<file path="config.mk">
export PLATFORM = sky130hd
export DESIGN_NAME = sys_mode_sequencer
export DESIGN_NICKNAME = d
export VERILOG_FILES = /design/src/rtl/sys_mode_sequencer_pkg.sv /design/src/rtl/sys_mode_sequencer_input_filter.sv /design/src/rtl/sys_mode_sequencer.sv
export SDC_FILE = /design/constraint.sdc
export NUM_CORES = 1
export LEC_CHECK = 0
export CORE_ASPECT_RATIO = 1.4
export CORE_MARGIN = 2
export CORE_UTILIZATION = 56
export DETAILED_ROUTE_END_ITERATION = 16
export GPL_ROUTABILITY_DRIVEN = 1
export PLACE_DENSITY_LB_ADDON = 0.12
export SKIP_CTS_REPAIR_TIMING = 1
export SLEW_MARGIN = 30
export SYNTH_ARGS = -nofsm -noshare
export SYNTH_HDL_FRONTEND = slang
export SYNTH_SLANG_ARGS = --single-unit
</file>
<file path="constraint.sdc">
create_clock -name i_sysclk -period 4.28 [get_ports i_sysclk]
set_input_delay 0.642 -clock i_sysclk [delete_from_list [all_inputs] [get_ports i_sysclk]]
set_output_delay 0.642 -clock i_sysclk [all_outputs]
set_load 0.005 [all_outputs]
</file>
<file path="src/rtl/sys_mode_sequencer_pkg.sv">
// ---------------------------------------------------------------------------
// sys_mode_sequencer_pkg
//   Shared definitions for the mode sequencer: one-hot FSM state encodings,
//   status LED bit positions and a counter-width helper.
// ---------------------------------------------------------------------------
package sys_mode_sequencer_pkg;

    // One-hot controller states.
    typedef enum logic [5:0] {
        StDelay   = 6'b000001,
        StCfg     = 6'b000010,
        StCfgWait = 6'b000100,
        StRun     = 6'b001000,
        StWaitSof = 6'b010000,
        StFlush   = 6'b100000
    } state_e;

    // Bit positions inside o_status_leds = {cfg_err, flush, pending, cfg_ok}.
    localparam int unsigned LedCfgOk   = 0;
    localparam int unsigned LedPending = 1;
    localparam int unsigned LedFlush   = 2;
    localparam int unsigned LedCfgErr  = 3;

    // Width of a down-counter that must hold the value 'val' (never below 1 bit).
    function automatic int unsigned cnt_width(input int unsigned val);
        return (val < 1) ? 1 : $clog2(val + 1);
    endfunction

endpackage

</file>
<file path="src/rtl/sys_mode_sequencer_input_filter.sv">
// ---------------------------------------------------------------------------
// sys_mode_sequencer_input_filter
//   Synchronises one asynchronous input with two flops and debounces it: the
//   output takes the synchronised value only after DB_COUNT consecutive
//   samples that differ from the current output. Latency is 2 + DB_COUNT.
// Ports
//   i_clk   clock
//   i_rst   asynchronous active-high reset (output and counter clear)
//   i_raw   raw asynchronous input
//   o_filt  filtered, debounced level
// ---------------------------------------------------------------------------
module sys_mode_sequencer_input_filter
    import sys_mode_sequencer_pkg::*;
#(
    parameter int unsigned DB_COUNT = 2500000  // must be >= 1
) (
    input  logic i_clk,
    input  logic i_rst,
    input  logic i_raw,
    output logic o_filt
);

    localparam int unsigned CntW = cnt_width(DB_COUNT);
    localparam logic [CntW-1:0] Reload = CntW'((DB_COUNT > 0) ? DB_COUNT - 1 : 0);

    logic            r_meta;
    logic            r_sync;
    logic            r_filt;
    logic [CntW-1:0] r_cnt;
    logic            w_filt_d;
    logic [CntW-1:0] w_cnt_d;

    // Any sample equal to the output restarts the count, so only an
    // uninterrupted run of DB_COUNT differing samples flips the output.
    always_comb begin
        w_filt_d = r_filt;
        w_cnt_d  = Reload;
        if (r_sync != r_filt) begin
            if (r_cnt == '0) begin
                w_filt_d = r_sync;
            end else begin
                w_cnt_d = r_cnt - CntW'(1);
            end
        end
    end

    always_ff @(posedge i_clk or posedge i_rst) begin
        if (i_rst) begin
            r_meta <= 1'b0;
            r_sync <= 1'b0;
            r_filt <= 1'b0;
            r_cnt  <= Reload;
        end else begin
            r_meta <= i_raw;
            r_sync <= r_meta;
            r_filt <= w_filt_d;
            r_cnt  <= w_cnt_d;
        end
    end

    assign o_filt = r_filt;

endmodule

</file>
<file path="src/rtl/sys_mode_sequencer.sv">
// ---------------------------------------------------------------------------
// sys_mode_sequencer
//   System controller in the i_sysclk domain. After reset it waits CFG_DELAY
//   cycles, pulses o_cfg_start and re-issues it every CFG_TIMEOUT cycles until
//   i_cfg_done. Once configured it tracks a debounced mode button and NUM_SW
//   debounced switches and applies any change only at the next i_sof,
//   followed by a FLUSH_CYCLES pipeline flush.
// Ports
//   i_sysclk       system clock
//   i_rst          asynchronous active-high reset
//   i_sof          start-of-frame pulse (i_sysclk domain)
//   i_cfg_done     camera configuration complete (level)
//   i_btn_mode     raw mode button (asynchronous)
//   i_sw           raw filter switches (asynchronous)
//   o_cfg_start    one-cycle configuration start pulse
//   o_mode         applied mode
//   o_sw           applied filter enables
//   o_pipe_flush   pipeline flush level
//   o_busy         high in every state except run
//   o_status_leds  {cfg_err, flush, pending, cfg_ok}
// ---------------------------------------------------------------------------
module sys_mode_sequencer
    import sys_mode_sequencer_pkg::*;
#(
    parameter int unsigned NUM_MODES    = 4,
    parameter int unsigned NUM_SW       = 2,
    parameter int unsigned DB_COUNT     = 2500000,
    parameter int unsigned CFG_DELAY    = 125000,
    parameter int unsigned CFG_TIMEOUT  = 12500000,
    parameter int unsigned FLUSH_CYCLES = 16,
    localparam int unsigned MODE_W      = (NUM_MODES > 1) ? $clog2(NUM_MODES) : 1
) (
    input  logic              i_sysclk,
    input  logic              i_rst,
    input  logic              i_sof,
    input  logic              i_cfg_done,
    input  logic              i_btn_mode,
    input  logic [NUM_SW-1:0] i_sw,
    output logic              o_cfg_start,
    output logic [MODE_W-1:0] o_mode,
    output logic [NUM_SW-1:0] o_sw,
    output logic              o_pipe_flush,
    output logic              o_busy,
    output logic [3:0]        o_status_leds
);

    localparam int unsigned DelayW = cnt_width(CFG_DELAY);
    localparam int unsigned TmoW   = cnt_width(CFG_TIMEOUT);
    localparam int unsigned FlushW = cnt_width(FLUSH_CYCLES);
    localparam logic [MODE_W-1:0] LastMode = MODE_W'((NUM_MODES > 0) ? NUM_MODES - 1 : 0);

    // ------------------------------------------------------------------
    // Input filters: bit 0 is the button, bits NUM_SW:1 the switches.
    // ------------------------------------------------------------------
    logic [NUM_SW:0] w_raw;
    logic [NUM_SW:0] w_filt;
    logic            w_btn_filt;
    logic [NUM_SW-1:0] w_sw_filt;

    assign w_raw = {i_sw, i_btn_mode};

    for (genvar g = 0; g <= NUM_SW; g++) begin : g_filter
        sys_mode_sequencer_input_filter #(
            .DB_COUNT (DB_COUNT)
        ) u_filter (
            .i_clk  (i_sysclk),
            .i_rst  (i_rst),
            .i_raw  (w_raw[g]),
            .o_filt (w_filt[g])
        );
    end

    assign w_btn_filt = w_filt[0];
    assign w_sw_filt  = w_filt[NUM_SW:1];

    // ------------------------------------------------------------------
    // Registers
    // ------------------------------------------------------------------
    state_e            r_state;
    state_e            w_state_d;
    logic [DelayW-1:0] r_delay_cnt;
    logic [DelayW-1:0] w_delay_cnt_d;
    logic [TmoW-1:0]   r_tmo_cnt;
    logic [TmoW-1:0]   w_tmo_cnt_d;
    logic [FlushW-1:0] r_flush_cnt;
    logic [FlushW-1:0] w_flush_cnt_d;
    logic              r_btn_prev;
    logic              r_press_pend;
    logic              w_press_pend_d;
    logic [MODE_W-1:0] r_pend_mode;
    logic [MODE_W-1:0] w_pend_mode_d;
    logic [MODE_W-1:0] r_mode;
    logic [MODE_W-1:0] w_mode_d;
    logic [NUM_SW-1:0] r_sw;
    logic [NUM_SW-1:0] w_sw_d;
    logic              r_cfg_ok;
    logic              w_cfg_ok_d;
    logic              r_cfg_err;
    logic              w_cfg_err_d;

    logic w_btn_rise;
    logic w_pend;
    logic w_apply;
    logic w_cfg_timeout;

    assign w_btn_rise    = w_btn_filt & ~r_btn_prev & (NUM_MODES > 1);
    // A press is remembered separately so that presses wrapping pend_mode
    // back onto o_mode still request an SOF-aligned flush.
    assign w_pend        = r_press_pend | (r_pend_mode != r_mode) | (w_sw_filt != r_sw);
    assign w_apply       = (r_state == StWaitSof) & i_sof;
    assign w_cfg_timeout = (r_state == StCfgWait) & ~i_cfg_done & (r_tmo_cnt <= TmoW'(1));

    // ------------------------------------------------------------------
    // FSM: state register
    // ------------------------------------------------------------------
    always_ff @(posedge i_sysclk or posedge i_rst) begin
        if (i_rst) begin
            r_state <= StDelay;
        end else begin
            r_state <= w_state_d;
        end
    end

    // ------------------------------------------------------------------
    // FSM: next state
    // ------------------------------------------------------------------
    always_comb begin
        w_state_d = r_state;
        unique case (r_state)
            StDelay:   if (r_delay_cnt <= DelayW'(1)) w_state_d = StCfg;
            StCfg:     w_state_d = StCfgWait;
            StCfgWait: begin
                if (i_cfg_done) begin
                    w_state_d = StRun;
                end else if (w_cfg_timeout) begin
                    w_state_d = StCfg;
                end
            end
            StRun:     if (w_pend) w_state_d = StWaitSof;
            StWaitSof: if (i_sof) w_state_d = StFlush;
            StFlush:   if (r_flush_cnt <= FlushW'(1)) w_state_d = StRun;
            default:   w_state_d = StDelay;
        endcase
    end

    // ------------------------------------------------------------------
    // FSM: outputs
    // ------------------------------------------------------------------
    always_comb begin
        o_cfg_start  = (r_state == StCfg);
        o_pipe_flush = (r_state == StFlush);
        o_busy       = (r_state != StRun);
        o_status_leds             = '0;
        o_status_leds[LedCfgOk]   = r_cfg_ok;
        o_status_leds[LedPending] = w_pend;
        o_status_leds[LedFlush]   = (r_state == StFlush);
        o_status_leds[LedCfgErr]  = r_cfg_err;
    end

    assign o_mode = r_mode;
    assign o_sw   = r_sw;

    // ------------------------------------------------------------------
    // Counters, pending request and applied settings
    // ------------------------------------------------------------------
    always_comb begin
        w_delay_cnt_d = r_delay_cnt;
        if ((r_state == StDelay) && (r_delay_cnt > DelayW'(1))) begin
            w_delay_cnt_d = r_delay_cnt - DelayW'(1);
        end

        w_tmo_cnt_d = r_tmo_cnt;
        if (r_state == StCfg) begin
            w_tmo_cnt_d = TmoW'(CFG_TIMEOUT);
        end else if ((r_state == StCfgWait) && (r_tmo_cnt > TmoW'(1))) begin
            w_tmo_cnt_d = r_tmo_cnt - TmoW'(1);
        end

        w_flush_cnt_d = r_flush_cnt;
        if (w_apply) begin
            w_flush_cnt_d = FlushW'(FLUSH_CYCLES);
        end else if ((r_state == StFlush) && (r_flush_cnt > FlushW'(1))) begin
            w_flush_cnt_d = r_flush_cnt - FlushW'(1);
        end

        w_pend_mode_d = r_pend_mode;
        if (w_btn_rise) begin
            w_pend_mode_d = (r_pend_mode == LastMode) ? '0 : r_pend_mode + MODE_W'(1);
        end

        // A press landing in the apply cycle survives into the next frame.
        w_press_pend_d = r_press_pend;
        if (w_btn_rise) begin
            w_press_pend_d = 1'b1;
        end else if (w_apply) begin
            w_press_pend_d = 1'b0;
        end

        w_mode_d = r_mode;
        w_sw_d   = r_sw;
        if (w_apply) begin
            w_mode_d = r_pend_mode;
            w_sw_d   = w_sw_filt;
        end

        w_cfg_ok_d  = r_cfg_ok | ((r_state == StCfgWait) & i_cfg_done);
        w_cfg_err_d = r_cfg_err | w_cfg_timeout;
    end

    always_ff @(posedge i_sysclk or posedge i_rst) begin
        if (i_rst) begin
            r_delay_cnt  <= DelayW'(CFG_DELAY);
            r_tmo_cnt    <= TmoW'(CFG_TIMEOUT);
            r_flush_cnt  <= FlushW'(FLUSH_CYCLES);
            r_btn_prev   <= 1'b0;
            r_press_pend <= 1'b0;
            r_pend_mode  <= '0;
            r_mode       <= '0;
            r_sw         <= '0;
            r_cfg_ok     <= 1'b0;
            r_cfg_err    <= 1'b0;
        end else begin
            r_delay_cnt  <= w_delay_cnt_d;
            r_tmo_cnt    <= w_tmo_cnt_d;
            r_flush_cnt  <= w_flush_cnt_d;
            r_btn_prev   <= w_btn_filt;
            r_press_pend <= w_press_pend_d;
            r_pend_mode  <= w_pend_mode_d;
            r_mode       <= w_mode_d;
            r_sw         <= w_sw_d;
            r_cfg_ok     <= w_cfg_ok_d;
            r_cfg_err    <= w_cfg_err_d;
        end
    end

endmodule

</file>
# ---- Yosys cells after proc, flatten, opt, wreduce, memory -nomap -nowiden
# Index checks and enable logic that the tools add are counted.
# Widths: inputs -> output; s select.
dict set report op_classes {
  n_addsub 7
  order_cmp 6
  eq_ne 18
  mux 20
  bitwise 11
  n_reduce_logical 13
}
# operator count
set op_table {}
lappend op_table {{$mux 22} 6}
lappend op_table {{$logic_not 22->1} 3}
lappend op_table {{$sub 22x1->22 const B} 3}
lappend op_table {{$mux 24} 2}
lappend op_table {{$mux 6} 6}
lappend op_table {{$pmux 6 s6} 1}
lappend op_table {{$gt 24x1->1 const B} 1}
lappend op_table {{$le 24x1->1 const B} 1}
lappend op_table {{$sub 24x1->24 const B} 1}
lappend op_table {{$gt 17x1->1 const B} 1}
lappend op_table {{$le 17x1->1 const B} 1}
lappend op_table {{$sub 17x1->17 const B} 1}
lappend op_table {{$mux 5} 2}
lappend op_table {{$eq 6x1->1 const B} 1}
lappend op_table {{$eq 6x2->1 const B} 1}
lappend op_table {{$eq 6x3->1 const B} 1}
lappend op_table {{$eq 6x4->1 const B} 1}
lappend op_table {{$eq 6x5->1 const B} 1}
lappend op_table {{$eq 6x6->1 const B} 1}
lappend op_table {{$ne 2x2->1 const B} 3}
lappend op_table {{$ne 6x4->1 const B} 1}
lappend op_table {{$reduce_and 2->1} 3}
lappend op_table {{$reduce_bool 2->1} 3}
lappend op_table {{$and 1x1->1} 5}
lappend op_table {{15 further kinds} 25}
dict set report totals {
  register_bits 137
  in_bits 7
  out_inout_bits 11
  elab_cells 98
}

# ---- Longest topological paths before layout
# Gate-level depths: netlist (run 1).
dict set report logic_depth {
  depth_word 6
  mapped_depth 8
  ltp_nobuf 7
}

# ---- Hierarchy
# Synthesis (run 1) repeated with hierarchy kept, for this count alone.
dict set report unflattened {
  cells_unflattened 707
  area_unflattened_um2 7013.0
}
# module n_inst cells_per_inst area_per_inst_um2 seq_area_each_um2
set by_module_without_submodules {}
lappend by_module_without_submodules {sys_mode_sequencer_input_filter 3 128 1265.0 640.6}
lappend by_module_without_submodules {sys_mode_sequencer 1 323 3218.1 1577.8}

# ---- Worst setup path after synthesis (run 1)
# No wires, ideal clock.
dict set report synth_timing {
  path_type {reg2reg}
  start {register g_filter[2].u_filter.r_cnt[0]}
  end {register g_filter[2].u_filter.r_cnt[11]}
  setup_time_ps 120
  arrival_ps 2286
  required_time_ps 4160
  slack_ps 1874
  stages_incl_launch_ff 9
  path_buffers 1
  period_less_slack_ps 2406
  cell_sequence {dfstp_2 > inv_1 > ha_1 > or4b_2 > or3_1 > nor4_2 > or2_2 > buf_2 > nor2_1}
}
dict set report synth_between {
  elab_chain_cells 3
  word_cells_on_any_way 4
  classes_between {1 x add/sub; 2 x mux; 1 x reduce/logical}
}
# item line
set synth_lines {}
lappend synth_lines {{start, declared} sys_mode_sequencer_input_filter.sv:29} ;# logic [CntW-1:0] r_cnt;
lappend synth_lines {{start signal, assigned} sys_mode_sequencer_input_filter.sv:52} ;# r_cnt <= Reload;
lappend synth_lines {{start signal, assigned} sys_mode_sequencer_input_filter.sv:57} ;# r_cnt <= w_cnt_d;
lappend synth_lines {{$sub 22x1->22 or $logic_not 22->1 (tied branches)} {sys_mode_sequencer_input_filter.sv:42, sys_mode_sequencer_input_filter.sv:39}}
lappend synth_lines {{$mux 22 *} sys_mode_sequencer_input_filter.sv:39} ;# if (r_cnt == '0) begin
lappend synth_lines {{$mux 22 *} sys_mode_sequencer_input_filter.sv:38} ;# if (r_sync != r_filt) begin
lappend synth_lines {{named net g_filter[2].u_filter.w_cnt_d[11]} sys_mode_sequencer_input_filter.sv:31} ;# logic [CntW-1:0] w_cnt_d;
# The timed path passes the listed nets; every way through them passes the cells marked *.
# A chain may end at the register's enable or synchronous reset.

# ---- Final worst setup path (run 1)
dict set report layout_timing {
  start {register r_state[3]}
  end {output port o_cfg_start}
}
dict set report layout_between {
  elab_chain_cells 1
}
# item line
set layout_lines {}
lappend layout_lines {{start, declared} sys_mode_sequencer.sv:79} ;# state_e r_state;
lappend layout_lines {{start signal, assigned} sys_mode_sequencer.sv:118} ;# r_state <= StDelay;
lappend layout_lines {{start signal, assigned} sys_mode_sequencer.sv:120} ;# r_state <= w_state_d;
lappend layout_lines {{$eq 6x2->1} sys_mode_sequencer.sv:150} ;# o_cfg_start = (r_state == StCfg);
lappend layout_lines {{end, declared} sys_mode_sequencer.sv:39} ;# output logic o_cfg_start,
# Every way passes these cells.

==> impl_results.md, run 1 <==
* Core region area at approximately 12,000 um^2
* Drt total wl at around 14 mm
* Layout cells sized above 1 at 0.166
* IO buf count at 17
* Tcrit/Tclk final at 0.743
* Flops & latches, synth at 137
* Largest net degree at the start of global routing at between 60 and 70
* Num CTS Buffers at 17
* Global-route wire length before repair at 25.1 mm
* Initial antenna violation count at 0
* Initial Util at 0.574
* Root buffer cell: clkbuf_16
* Final slew viol count at 0
* Register area share after synthesis at 0.513
* Crit path DAT at 2.54 ns
* Post-synth EDFFs at 0
* Crit Path Class: reg -> out
* Layout overhead on the synthesized area at 13.5%
* Placed cells at ~840
* Final Net Count at around 730
* Status: completed
* Worst hold path class: reg -> reg
* Antenna diode count at 0
* Syn_nets at approximately 700
* Minimum clock period at 3.18 ns
* Ys Warns at 0
* DRC at 0
* Final hold vios at 0
* Crit path max fanout at 15
* Antenna-violating nets left at 0
* Clock Latency Late Sink at between 0.4 and 0.5 ns
* Clock Tree Buf Depth at 2
* Grt total ovfl at 0
* RSZ-0062 raised after global routing: no
* Routed len/inst at approximately 16 um
* Initial DRC Count at 214
* Skew final at between 0.01 and 0.015 ns
* Reg clk slew, reported paths at around 0.06 ns
* Vias/cell at roughly 5.8
* GRT Overall Usage at 0.234
* Post-Layout Cell Count at approximately 870
* Ys async rst share at 1.00
* H-Tree Level Count at 4
* Top cells by area, synth: dfrtp_1 (29%), dfstp_2 (22%), xnor2_1 (6.8%), nor2_1 (5.4%), xor2_1 (4.4%)
* Cell Rows at 47
* Yosys cell types at 57
* Mean area per synthesized cell at ~10 um^2
* DR vias at about 5,000
* Power Density at approximately 460 nW/um^2
* Required time worst endpoint at ~3.6 ns
* Worst setup EP type: output port
* Die Wd at a little under 100 um
* Max VDD drop at 0.363 mV
* IO Count at 18
* Setup-failing EPs final at 0
* Main synth FF type: dfrtp_1
* Setup TNS Final at 0 ns
* Lkg Pwr at 3.15 nW
* Number of global-route vias before repair at about 5,300
* Slew margin rel. at 0.405
* Clock tree from TritonCTS: yes
* Post-DP HPWL at 9.46 mm
* Die Ht at between 100 and 150 um
* Mapped Cells at between 600 and 700
* Synth top area share at 0.293
* Final Cell Area at ~7700 um^2
* Fmax at approximately 310 MHz
* Mapped Area at 6820 um^2
* Placer Congestion at about 0.85
* Die Area at about 13,000 um^2
* First drt pass iteration count at 7
* Largest area contributor in the netlist: dfrtp_1
* Area after DPL at 7110 um^2
* Critical path launch point type: flop
* Max-cap violations at 0
* Worst-margin pin slew at ~0.9 ns
* Clock sink count at approximately 140
-- cells by family (layout without fill, tap and decap cells) --
group,after synthesis,after routing,synth area share
and+or+nand+nor,333,333,0.248
DFF,137,137,0.513
xor gates and xnor gates,87,87,0.112
AOI/OAI and AO/OA,67,67,0.0655
buffers and inverters,44,80,0.0308
adders and majority gates,10,10,0.0183
muxes,8,8,0.0123
-- Yosys cell counts (all sizes together) (7+ instances only) --
master  count
nand4       9
or3        17
nand2      70
ha         10
dfrtp      80
inv        24
nor2      100
or2         7
nor4       24
o21ai      16
a211oi     12
nand3      19
nor3       35
dfstp      57
a21oi      12
or4        16
xor2       34
nor2b       7
buf        10
clkbuf     10
xnor2      53
-- through the flow --
stage | total power [mW] | hold WS [ns] | util | setup WS, ns
global route | 3.72 | 0.366 | 0.652 | 0.792
CTS | 3.59 | 0.350 | 0.652 | 1.07
floorplan | 1.85 | 0.331 | - | 0.0645
global placement | 1.99 | 0.334 | 0.599 | 1.60
detailed placement | 2.02 | 0.336 | 0.599 | 1.52
finish | 3.55 | 0.346 | 0.652 | 1.10
-- cells in the final DEF (no fill, tap or decap), types with 3 or more instances in the layout --
cell type and instances:
clkbuf_16 17, or2_2 7, and2_1 4, or3_1 15, nor4_1 22, a21o_1 4, nor2b_1 7, clkinv_2 3
a211oi_1 11, nand3_1 19, or4b_2 3, nor3_1 35, mux2i_1 5, nor4b_1 3, dfrtp_1 80, dfstp_2 57
a31oi_1 3, ha_1 10, xor2_1 34, or4_1 14, nand2b_1 3, inv_1 23, nand2_1 70, nand4_1 9
and4_1 3, bufinv_16 4, a21oi_1 12, o21ai_0 16, o31ai_1 4, nor2_1 99, clkdlybuf4s50_1 17, nand3b_1 5
buf_4 7, xnor2_1 53, mux2_2 3
-- final cells by class --
| class | count | area, um^2 |
|---|---|---|
| Clock buffer | 21 | 460 |
| Clock inverter | 11 | 169 |
| Fill cell | 955 | 4130 |
| Inverter | 24 | 92.6 |
| Multi-Input combinational cell | 505 | 3120 |
| Sequential cell | 137 | 3500 |
| Tap cell | 147 | 184 |
| Timing Repair Buffer | 24 | 223 |
-- worst max-delay path, cell delays in order (launching register included) --
cell and delay (ns):
dfrtp_1 0.47, nor4_1 0.72, nand3b_1 0.14, buf_4 0.22
inv_1 0.08, clkdlybuf4s50_1 0.49
-- path summary, 6_finish.rpt --
| check | from | to | slack [ns] | cells past startpoint |
|---|---|---|---|---|
| min in group asynchronous | i_rst | g_filter[2].u_filter.r_cnt[11]$_DFF_PP0_ | 0.76 | 2 |
| worst max-delay path | r_state[3]$_DFFE_PP0P_ | o_cfg_start | 1.10 | 5 |
| max in group asynchronous | i_rst | r_tmo_cnt[21]$_DFFE_PP1P_ | 2.60 | 3 |
| worst max register to register | g_filter[2].u_filter.r_cnt[0]$_DFF_PP1_ | g_filter[2].u_filter.r_cnt[14]$_DFF_PP0_ | 1.68 | 7 |
| worst min register to register | g_filter[2].u_filter.r_meta$_DFF_PP0_ | g_filter[2].u_filter.r_sync$_DFF_PP0_ | 0.35 | 0 |
| worst min-delay path | g_filter[2].u_filter.r_meta$_DFF_PP0_ | g_filter[2].u_filter.r_sync$_DFF_PP0_ | 0.35 | 0 |
-- routing by layer --
metal	vias up	global-route usage	wire, um	share of wire
met4	0	0.0841	184	0.013
met5	-	0	0	0
li1	2435	-	-	-
met2	77	0.424	7430	0.53
met1	2470	0.286	6110	0.43
met3	18	0.0331	329	0.023
-- power by group --
part           leakage (nW)  internal (mW)  total, mW  switching [mW]
registers              1.66           1.39       1.48          0.0885
clock network         0.307           1.01       1.56           0.550
logic                  1.18          0.206      0.520           0.313
-- registers in the layout, indices dropped and copies added, names as in the netlist --
signal	cells
g_filter.u_filter.o_filt	3
g_filter.u_filter.r_cnt	66
g_filter.u_filter.r_meta	3
g_filter.u_filter.r_sync	3
o_mode	2
o_sw	2
r_btn_prev	1
r_cfg_err	1
r_cfg_ok	1
r_delay_cnt	17
r_flush_cnt	5
r_pend_mode	2
r_press_pend	1
r_state	6
r_tmo_cnt	24
(Power assumes the default switching activity.)
==> inputs of run 2 (changes only) <==
CORE_UTILIZATION = 62   (was 56)
clock period = 3.1 ns   (was 4.28 ns; I/O delays follow)
==> impl_results.md, run 2 (synthesis results as in run 1) <==
* Clock Latency Late Sink at 0.41 ns (about the same)
* Antenna-violating nets left at 0 (unchanged)
* Clock sink count at 137 (unchanged)
* Initial DRC Count at 218 (+1.9%)
* DR vias at 5,079 (+1.6%)
* GRT Overall Usage at 0.248 (+0.0139)
* Skew final at 0.00749 ns (-0.00317 ns)
* Clock Tree Buf Depth at 2 (unchanged)
* Max reg flops at 66 (unchanged)
* Final Net Count at 729 (+0.41%)
* Max-cap violations at 0 (unchanged)
* Min Hold Slack at 0.346 ns (-0.000267 ns)
* Number of global-route vias before repair at 5,144 (-2.8%)
* Critical path launch point type: flop
* Worst-margin pin slew at 0.830 ns (-0.0632 ns)
* RSZ-0062 raised after global routing: no
* Core region area at 10,800 um^2 (-9.0%)
* Max VDD drop at 0.382 mV (+5.1%)
* Die Ht at 128 um (-4.8%)
* Comb pwr share at 0.142 (-0.004)
* Clock power share at 0.451 (+0.013)
* Root buffer cell: clkbuf_16
* Final slew viol count at 0 (unchanged)
* Worst setup EP type: output port
* Final hold vios at 0 (unchanged)
* First drt pass iteration count at 4 (-3)
* Largest net degree at the start of global routing at 138 (+110%)
* Sequential share of power at 0.408 (-0.007)
* FF+latch area at 3500 um^2 (unchanged)
* Tcrit/Tclk final at 0.872
* H-Tree Level Count at 4 (unchanged)
* DRC at 0 (unchanged)
* Most frequent cells in the layout: nor2_1 (99), dfrtp_1 (80), nand2_1 (70), dfstp_2 (57), xnor2_1 (53)
* Post-DP HPWL at 9.06 mm (-4.3%)
* Worst hold path class: reg -> reg
* Lkg Pwr at 3.18 nW (+0.96%)
* Die Wd at 92.7 um (-4.8%)
* Initial antenna violation count at 0 (unchanged)
* Global-route wire length before repair at 23.6 mm (-6.0%)
* Status: completed
* Crit Path Class: reg -> out
* IO Count at 18 (unchanged)
* Placer Congestion at 0.902 (+6.7%)
* Antenna diode count at 0 (unchanged)
* Minimum clock period at around 2.7 ns
* Routed len/inst at 15.8 um (-2.5%)
* Setup TNS Final at 0 ns (unchanged)
* Power Density at 642 nW/um^2 (+40%)
* Crit path max fanout at 15 (unchanged)
* Slew margin rel. at 0.447 (+0.0421)
* Crit path DAT at 2.24 ns (-0.30 ns)
* Required time worst endpoint at 2.63 ns (-1.01 ns)
* Area occupied by multi-input gates at 3120 um^2 (about the same)
* Clock tree from TritonCTS: yes
* Die Area at 11,900 um^2 (-9.3%)
* Setup-failing EPs final at 0 (unchanged)
* Internal power at 3.72 mW (+43%)
* Layout overhead on the synthesized area at 14.6%
* Biggest register: g_filter.u_filter.r_cnt
* Vias/cell at 5.86 (+1.9%)
* IO buf count at 17 (unchanged)
* Initial Util at 0.631 (+0.0568)
* Grt total ovfl at 0 (unchanged)
* Layout cells sized above 1 at 0.172 (+0.00621)
* Num CTS Buffers at 17 (unchanged)
* Sw Ratio at 0.258 (-0.0104)
* Drt total wl at 13.6 mm (-2.9%)
* Fmax at about 370 MHz
* Most common cell after layout, fill and taps aside: nor2_1
* Largest regs: g_filter.u_filter.r_cnt: 66 flops, r_tmo_cnt: 24 flops, r_delay_cnt: 17 flops
* Cell Rows at 45 (-4.3%)
* Sw Pwr at 1.29 mW (+36%)
* # fillers at 806 (-16%)
* Reg clk slew, reported paths at 0.06 ns (about the same)
run 2: cell count changes in the layout (fill, tap and decap cells not counted), moves of 2 or more:
cell        previous run  this run
buf_4                  7         9
clkbuf_1               2         0
clkbuf_8               2         4
clkinvlp_4             1         4
run 2: worst paths after layout:
| kind | from | endpoint | slack [ns] | depth (start not counted) |
|---|---|---|---|---|
| max | r_state[2]$_DFFE_PP0P_ | o_cfg_start | 0.40 | 6 |
| min in group asynchronous | i_rst | g_filter[2].u_filter.r_cnt[20]$_DFF_PP0_ | 0.60 | 3 |
| min | g_filter[1].u_filter.r_meta$_DFF_PP0_ | g_filter[1].u_filter.r_sync$_DFF_PP0_ | 0.35 | 0 |
| max in group asynchronous | i_rst | r_delay_cnt[2]$_DFFE_PP0N_ | 1.95 | 3 |
| min reg2reg | g_filter[1].u_filter.r_meta$_DFF_PP0_ | g_filter[1].u_filter.r_sync$_DFF_PP0_ | 0.35 | 0 |
| max reg2reg | g_filter[2].u_filter.r_cnt[0]$_DFF_PP1_ | g_filter[2].u_filter.r_cnt[19]$_DFF_PP0_ | 0.56 | 7 |
run 2: worst max-delay path, stage by stage (launching register included):
cell and delay (ns):
dfrtp_1 0.45, nor4_1 0.32, buf_4 0.20, nand3b_1 0.08, buf_4 0.20, inv_1 0.08, clkdlybuf4s50_1 0.49
run 2: routing by layer:
metal	track usage	vias up	part of all wire
li1	-	2430	-
met2	0.435	100	0.52
met5	0	-	0
met1	0.300	2523	0.43
met3	0.0506	26	0.033
met4	0.0995	0	0.019
run 2: final cells by class:
class                   instances  share of cell area
well taps                     141              0.0226
repair buffers                 27              0.0330
flip-flops and latches        137               0.448
clock inverters                11              0.0245
multi-input cells             505               0.399
inverters                      24              0.0120
clock buffers                  21              0.0615
run 2: power groups by stage:
| stage | clock, mW | combinational (mW) | sequential, mW |
|---|---|---|---|
| global route | 2.37 | 0.796 | 2.06 |
| floorplan | 0 | 0.518 | 2.03 |
| CTS | 2.29 | 0.709 | 2.04 |
| global placement | 0 | 0.683 | 2.06 |
| detailed placement | 0 | 0.705 | 2.07 |
| finish | 2.26 | 0.711 | 2.04 |
run 2: through the flow:
step | total power, mW | setup slack, ns | std cells | area, um^2 | util
finish | 5.02 | 0.397 | 866 | 7820 | 0.723
floorplan | 2.55 | 0.694 | 686 | 6830 | -
detailed placement | 2.77 | 0.586 | 834 | 7150 | 0.661
global route | 5.23 | 0.189 | 866 | 7820 | 0.723
CTS | 5.04 | 0.398 | 866 | 7820 | 0.723
global placement | 2.74 | 0.669 | 834 | 7150 | 0.661
==> inputs of run 3 (changes only) <==
CTS_CLUSTER_SIZE = 24   (was unset)
GPL_TIMING_DRIVEN = 0   (was unset)
==> impl_results.md, run 3 (synthesis results as in run 1) <==
* Number of global-route vias before repair at 5,212 (+1.3%)
* Critical path launch point type: flop
* Largest net degree at the start of global routing at 33 (-76%)
* Crit path DAT at 2.36 ns (+0.12 ns)
* Clock Latency Late Sink at 0.41 ns (about the same)
* Initial antenna violation count at 0 (unchanged)
* GRT Max-Usage Layer: met2
* RSZ-0062 raised after global routing: no
* Final slew viol count at 0 (unchanged)
* Routed len/inst at 15.6 um (-0.68%)
* Worst hold path class: reg -> reg
* Core region area at 10,800 um^2 (unchanged)
* Vias/cell at 5.83 (-0.59%)
* Lkg Pwr at 3.26 nW (+2.5%)
* Max-cap violations at 0 (unchanged)
* Hold path startpoint: g_filter[0].u_filter.r_meta$_DFF_PP0_
* GRT Overall Usage at 0.252 (+0.00356)
* Crit path max fanout at 10 (-5)
* Reg clk slew, reported paths at 0.06 ns (about the same)
* M2 GR Usage at 0.438 (+0.00343)
* R2R Path End: g_filter[2].u_filter.r_cnt[3]$_DFF_PP1_
* Minimum clock period at 2.83 ns (+0.124 ns)
* Die Wd at 92.7 um (unchanged)
* Initial Util at 0.631 (unchanged)
* Drt total wl at 13.8 mm (+1.5%)
* Max reg flops at 66 (unchanged)
* Setup TNS Final at 0 ns (unchanged)
* Clock sink count at 137 (unchanged)
* Root buffer cell: clkbuf_16
* Final WS setup at 0.273 ns (-0.124 ns)
* Most frequent cells in the layout: nor2_1 (99), dfrtp_1 (80), nand2_1 (70), dfstp_2 (57), xnor2_1 (53)
* Antenna-violating nets left at 0 (unchanged)
* GR Layer Usage met1 at 0.314 (+0.0146)
* Power Density at 621 nW/um^2 (-3.2%)
* H-Tree Level Count at 4 (unchanged)
* Die Ht at 128 um (unchanged)
* Worst Hold Path EP: g_filter[0].u_filter.r_sync$_DFF_PP0_
* Global-route wire length before repair at 24.1 mm (+2.1%)
* DR vias at 5,160 (+1.6%)
* Grt total ovfl at 0 (unchanged)
* Biggest register: g_filter.u_filter.r_cnt
* DRC at 0 (unchanged)
* Fmax at 354 MHz (-4.4%)
* Antenna diode count at 0 (unchanged)
* Post-DP HPWL at 9.52 mm (+5.2%)
* Worst-margin pin slew at 0.885 ns (+0.0548 ns)
* R2R cell count at 8 (+1)
* Initial DRC Count at 204 (-6.4%)
* Hold path depth at 0 (unchanged)
* Cell Rows at 45 (unchanged)
* IO buf count at 17 (unchanged)
* Placer Congestion at 0.868 (-3.9%)
* Die Area at 11,900 um^2 (unchanged)
* Most common cell after layout, fill and taps aside: nor2_1
* Max VDD drop at 0.392 mV (+2.6%)
* Worst setup EP type: output port
* RR Startpoint: g_filter[2].u_filter.r_cnt[0]$_DFF_PP1_
* Clock Tree Buf Depth at 2 (unchanged)
* Layout cells sized above 1 at 0.181 (+0.00904)
* Crit Path Class: reg -> out
* Slew margin rel. at 0.407 (-0.0401)
* Setup WS pre-CTS at -0.0151 ns (-0.602 ns)
* Required time worst endpoint at 2.63 ns (about the same)
* Met3 Use GR at 0.0500 (-0.000588)
* Clock tree from TritonCTS: yes
* Skew final at 0.00783 ns (+0.000342 ns)
* Setup-failing EPs final at 0 (unchanged)
* IO Count at 18 (unchanged)
* Status: completed
* Final hold vios at 0 (unchanged)
* Largest regs: g_filter.u_filter.r_cnt: 66 flops, r_tmo_cnt: 24 flops, r_delay_cnt: 17 flops
* Num CTS Buffers at 17 (unchanged)
* Final Net Count at 748 (+2.6%)
* Layout overhead on the synthesized area at 17.0%
* First drt pass iteration count at 4 (unchanged)
* Tcrit/Tclk final at 0.912 (+0.0401)
* Reg2Reg Setup Slack at 0.38 ns (-0.18 ns)
## run 3: cell types whose count changed in the layout (fill, tap and decap cells not counted), sizes merged
cell | before | now
clkbuf | 21 | 36
buf | 10 | 19
bufinv | 5 | 3
clkinvlp | 4 | 2
clkinv | 3 | 2
## run 3: critical path: stages (launching register included)
cell and delay [ns]:
dfrtp_1 0.36, buf_4 0.16, nor4_4 0.30, nand3b_1 0.24, inv_2 0.20, buf_6 0.17
clkdlybuf4s50_1 0.50
## run 3: layout make-up
class / count / area (um^2)
clock inverter: 6 / 108
inverter: 24 / 93.8
clock buffer: 26 / 529
fill: 753 / 2830
multi-input combinational: 505 / 3130
tap: 141 / 176
buffer: 20 / 120
sequential: 137 / 3500
timing repair buffer: 26 / 323
## run 3: worst max path at each step
| stage | start | to | slack [ns] |
|---|---|---|---|
| detailed placement | r_state[3]$_DFFE_PP0P_ | o_cfg_start | -0.02 |
| global route | r_state[5]$_DFFE_PP0P_ | o_cfg_start | 0.17 |
| global placement | i_rst | r_tmo_cnt[14]$_DFFE_PP0P_ | -0.14 |
| CTS | r_state[3]$_DFFE_PP0P_ | o_cfg_start | -0.45 |
| floorplan | g_filter[2].u_filter.r_cnt[0]$_DFF_PP1_ | g_filter[2].u_filter.r_cnt[11]$_DFF_PP0_ | 0.69 |
| finish | r_state[5]$_DFFE_PP0P_ | o_cfg_start | 0.27 |
## run 3: through the flow
step           utilization  instance area (um^2)  hold WS (ns)  cells  power [mW]
6_report             0.738                  7980         0.347    885        4.96
5_1_grt              0.738                  7980         0.351    885        5.16
4_1_cts              0.734                  7930         0.347    881        4.94
3_5_place_dp         0.675                  7290         0.335    849        2.79
3_3_place_gp         0.663                  7170         0.332    844        2.74
2_1_floorplan            -                  6830         0.331    686        2.55
## run 3: where the power goes
part	internal, mW	switching (mW)	total (mW)
Clock	1.41	0.717	2.13
Sequential	1.92	0.123	2.04
Combinational	0.339	0.445	0.784
Total	3.67	1.28	4.96
## run 3: metal layers
layer  part of all wire  vias up
met4              0.017        0
met3              0.034       23
li1                   -     2488
met2               0.52      106
met1               0.43     2543
met5                  0        -
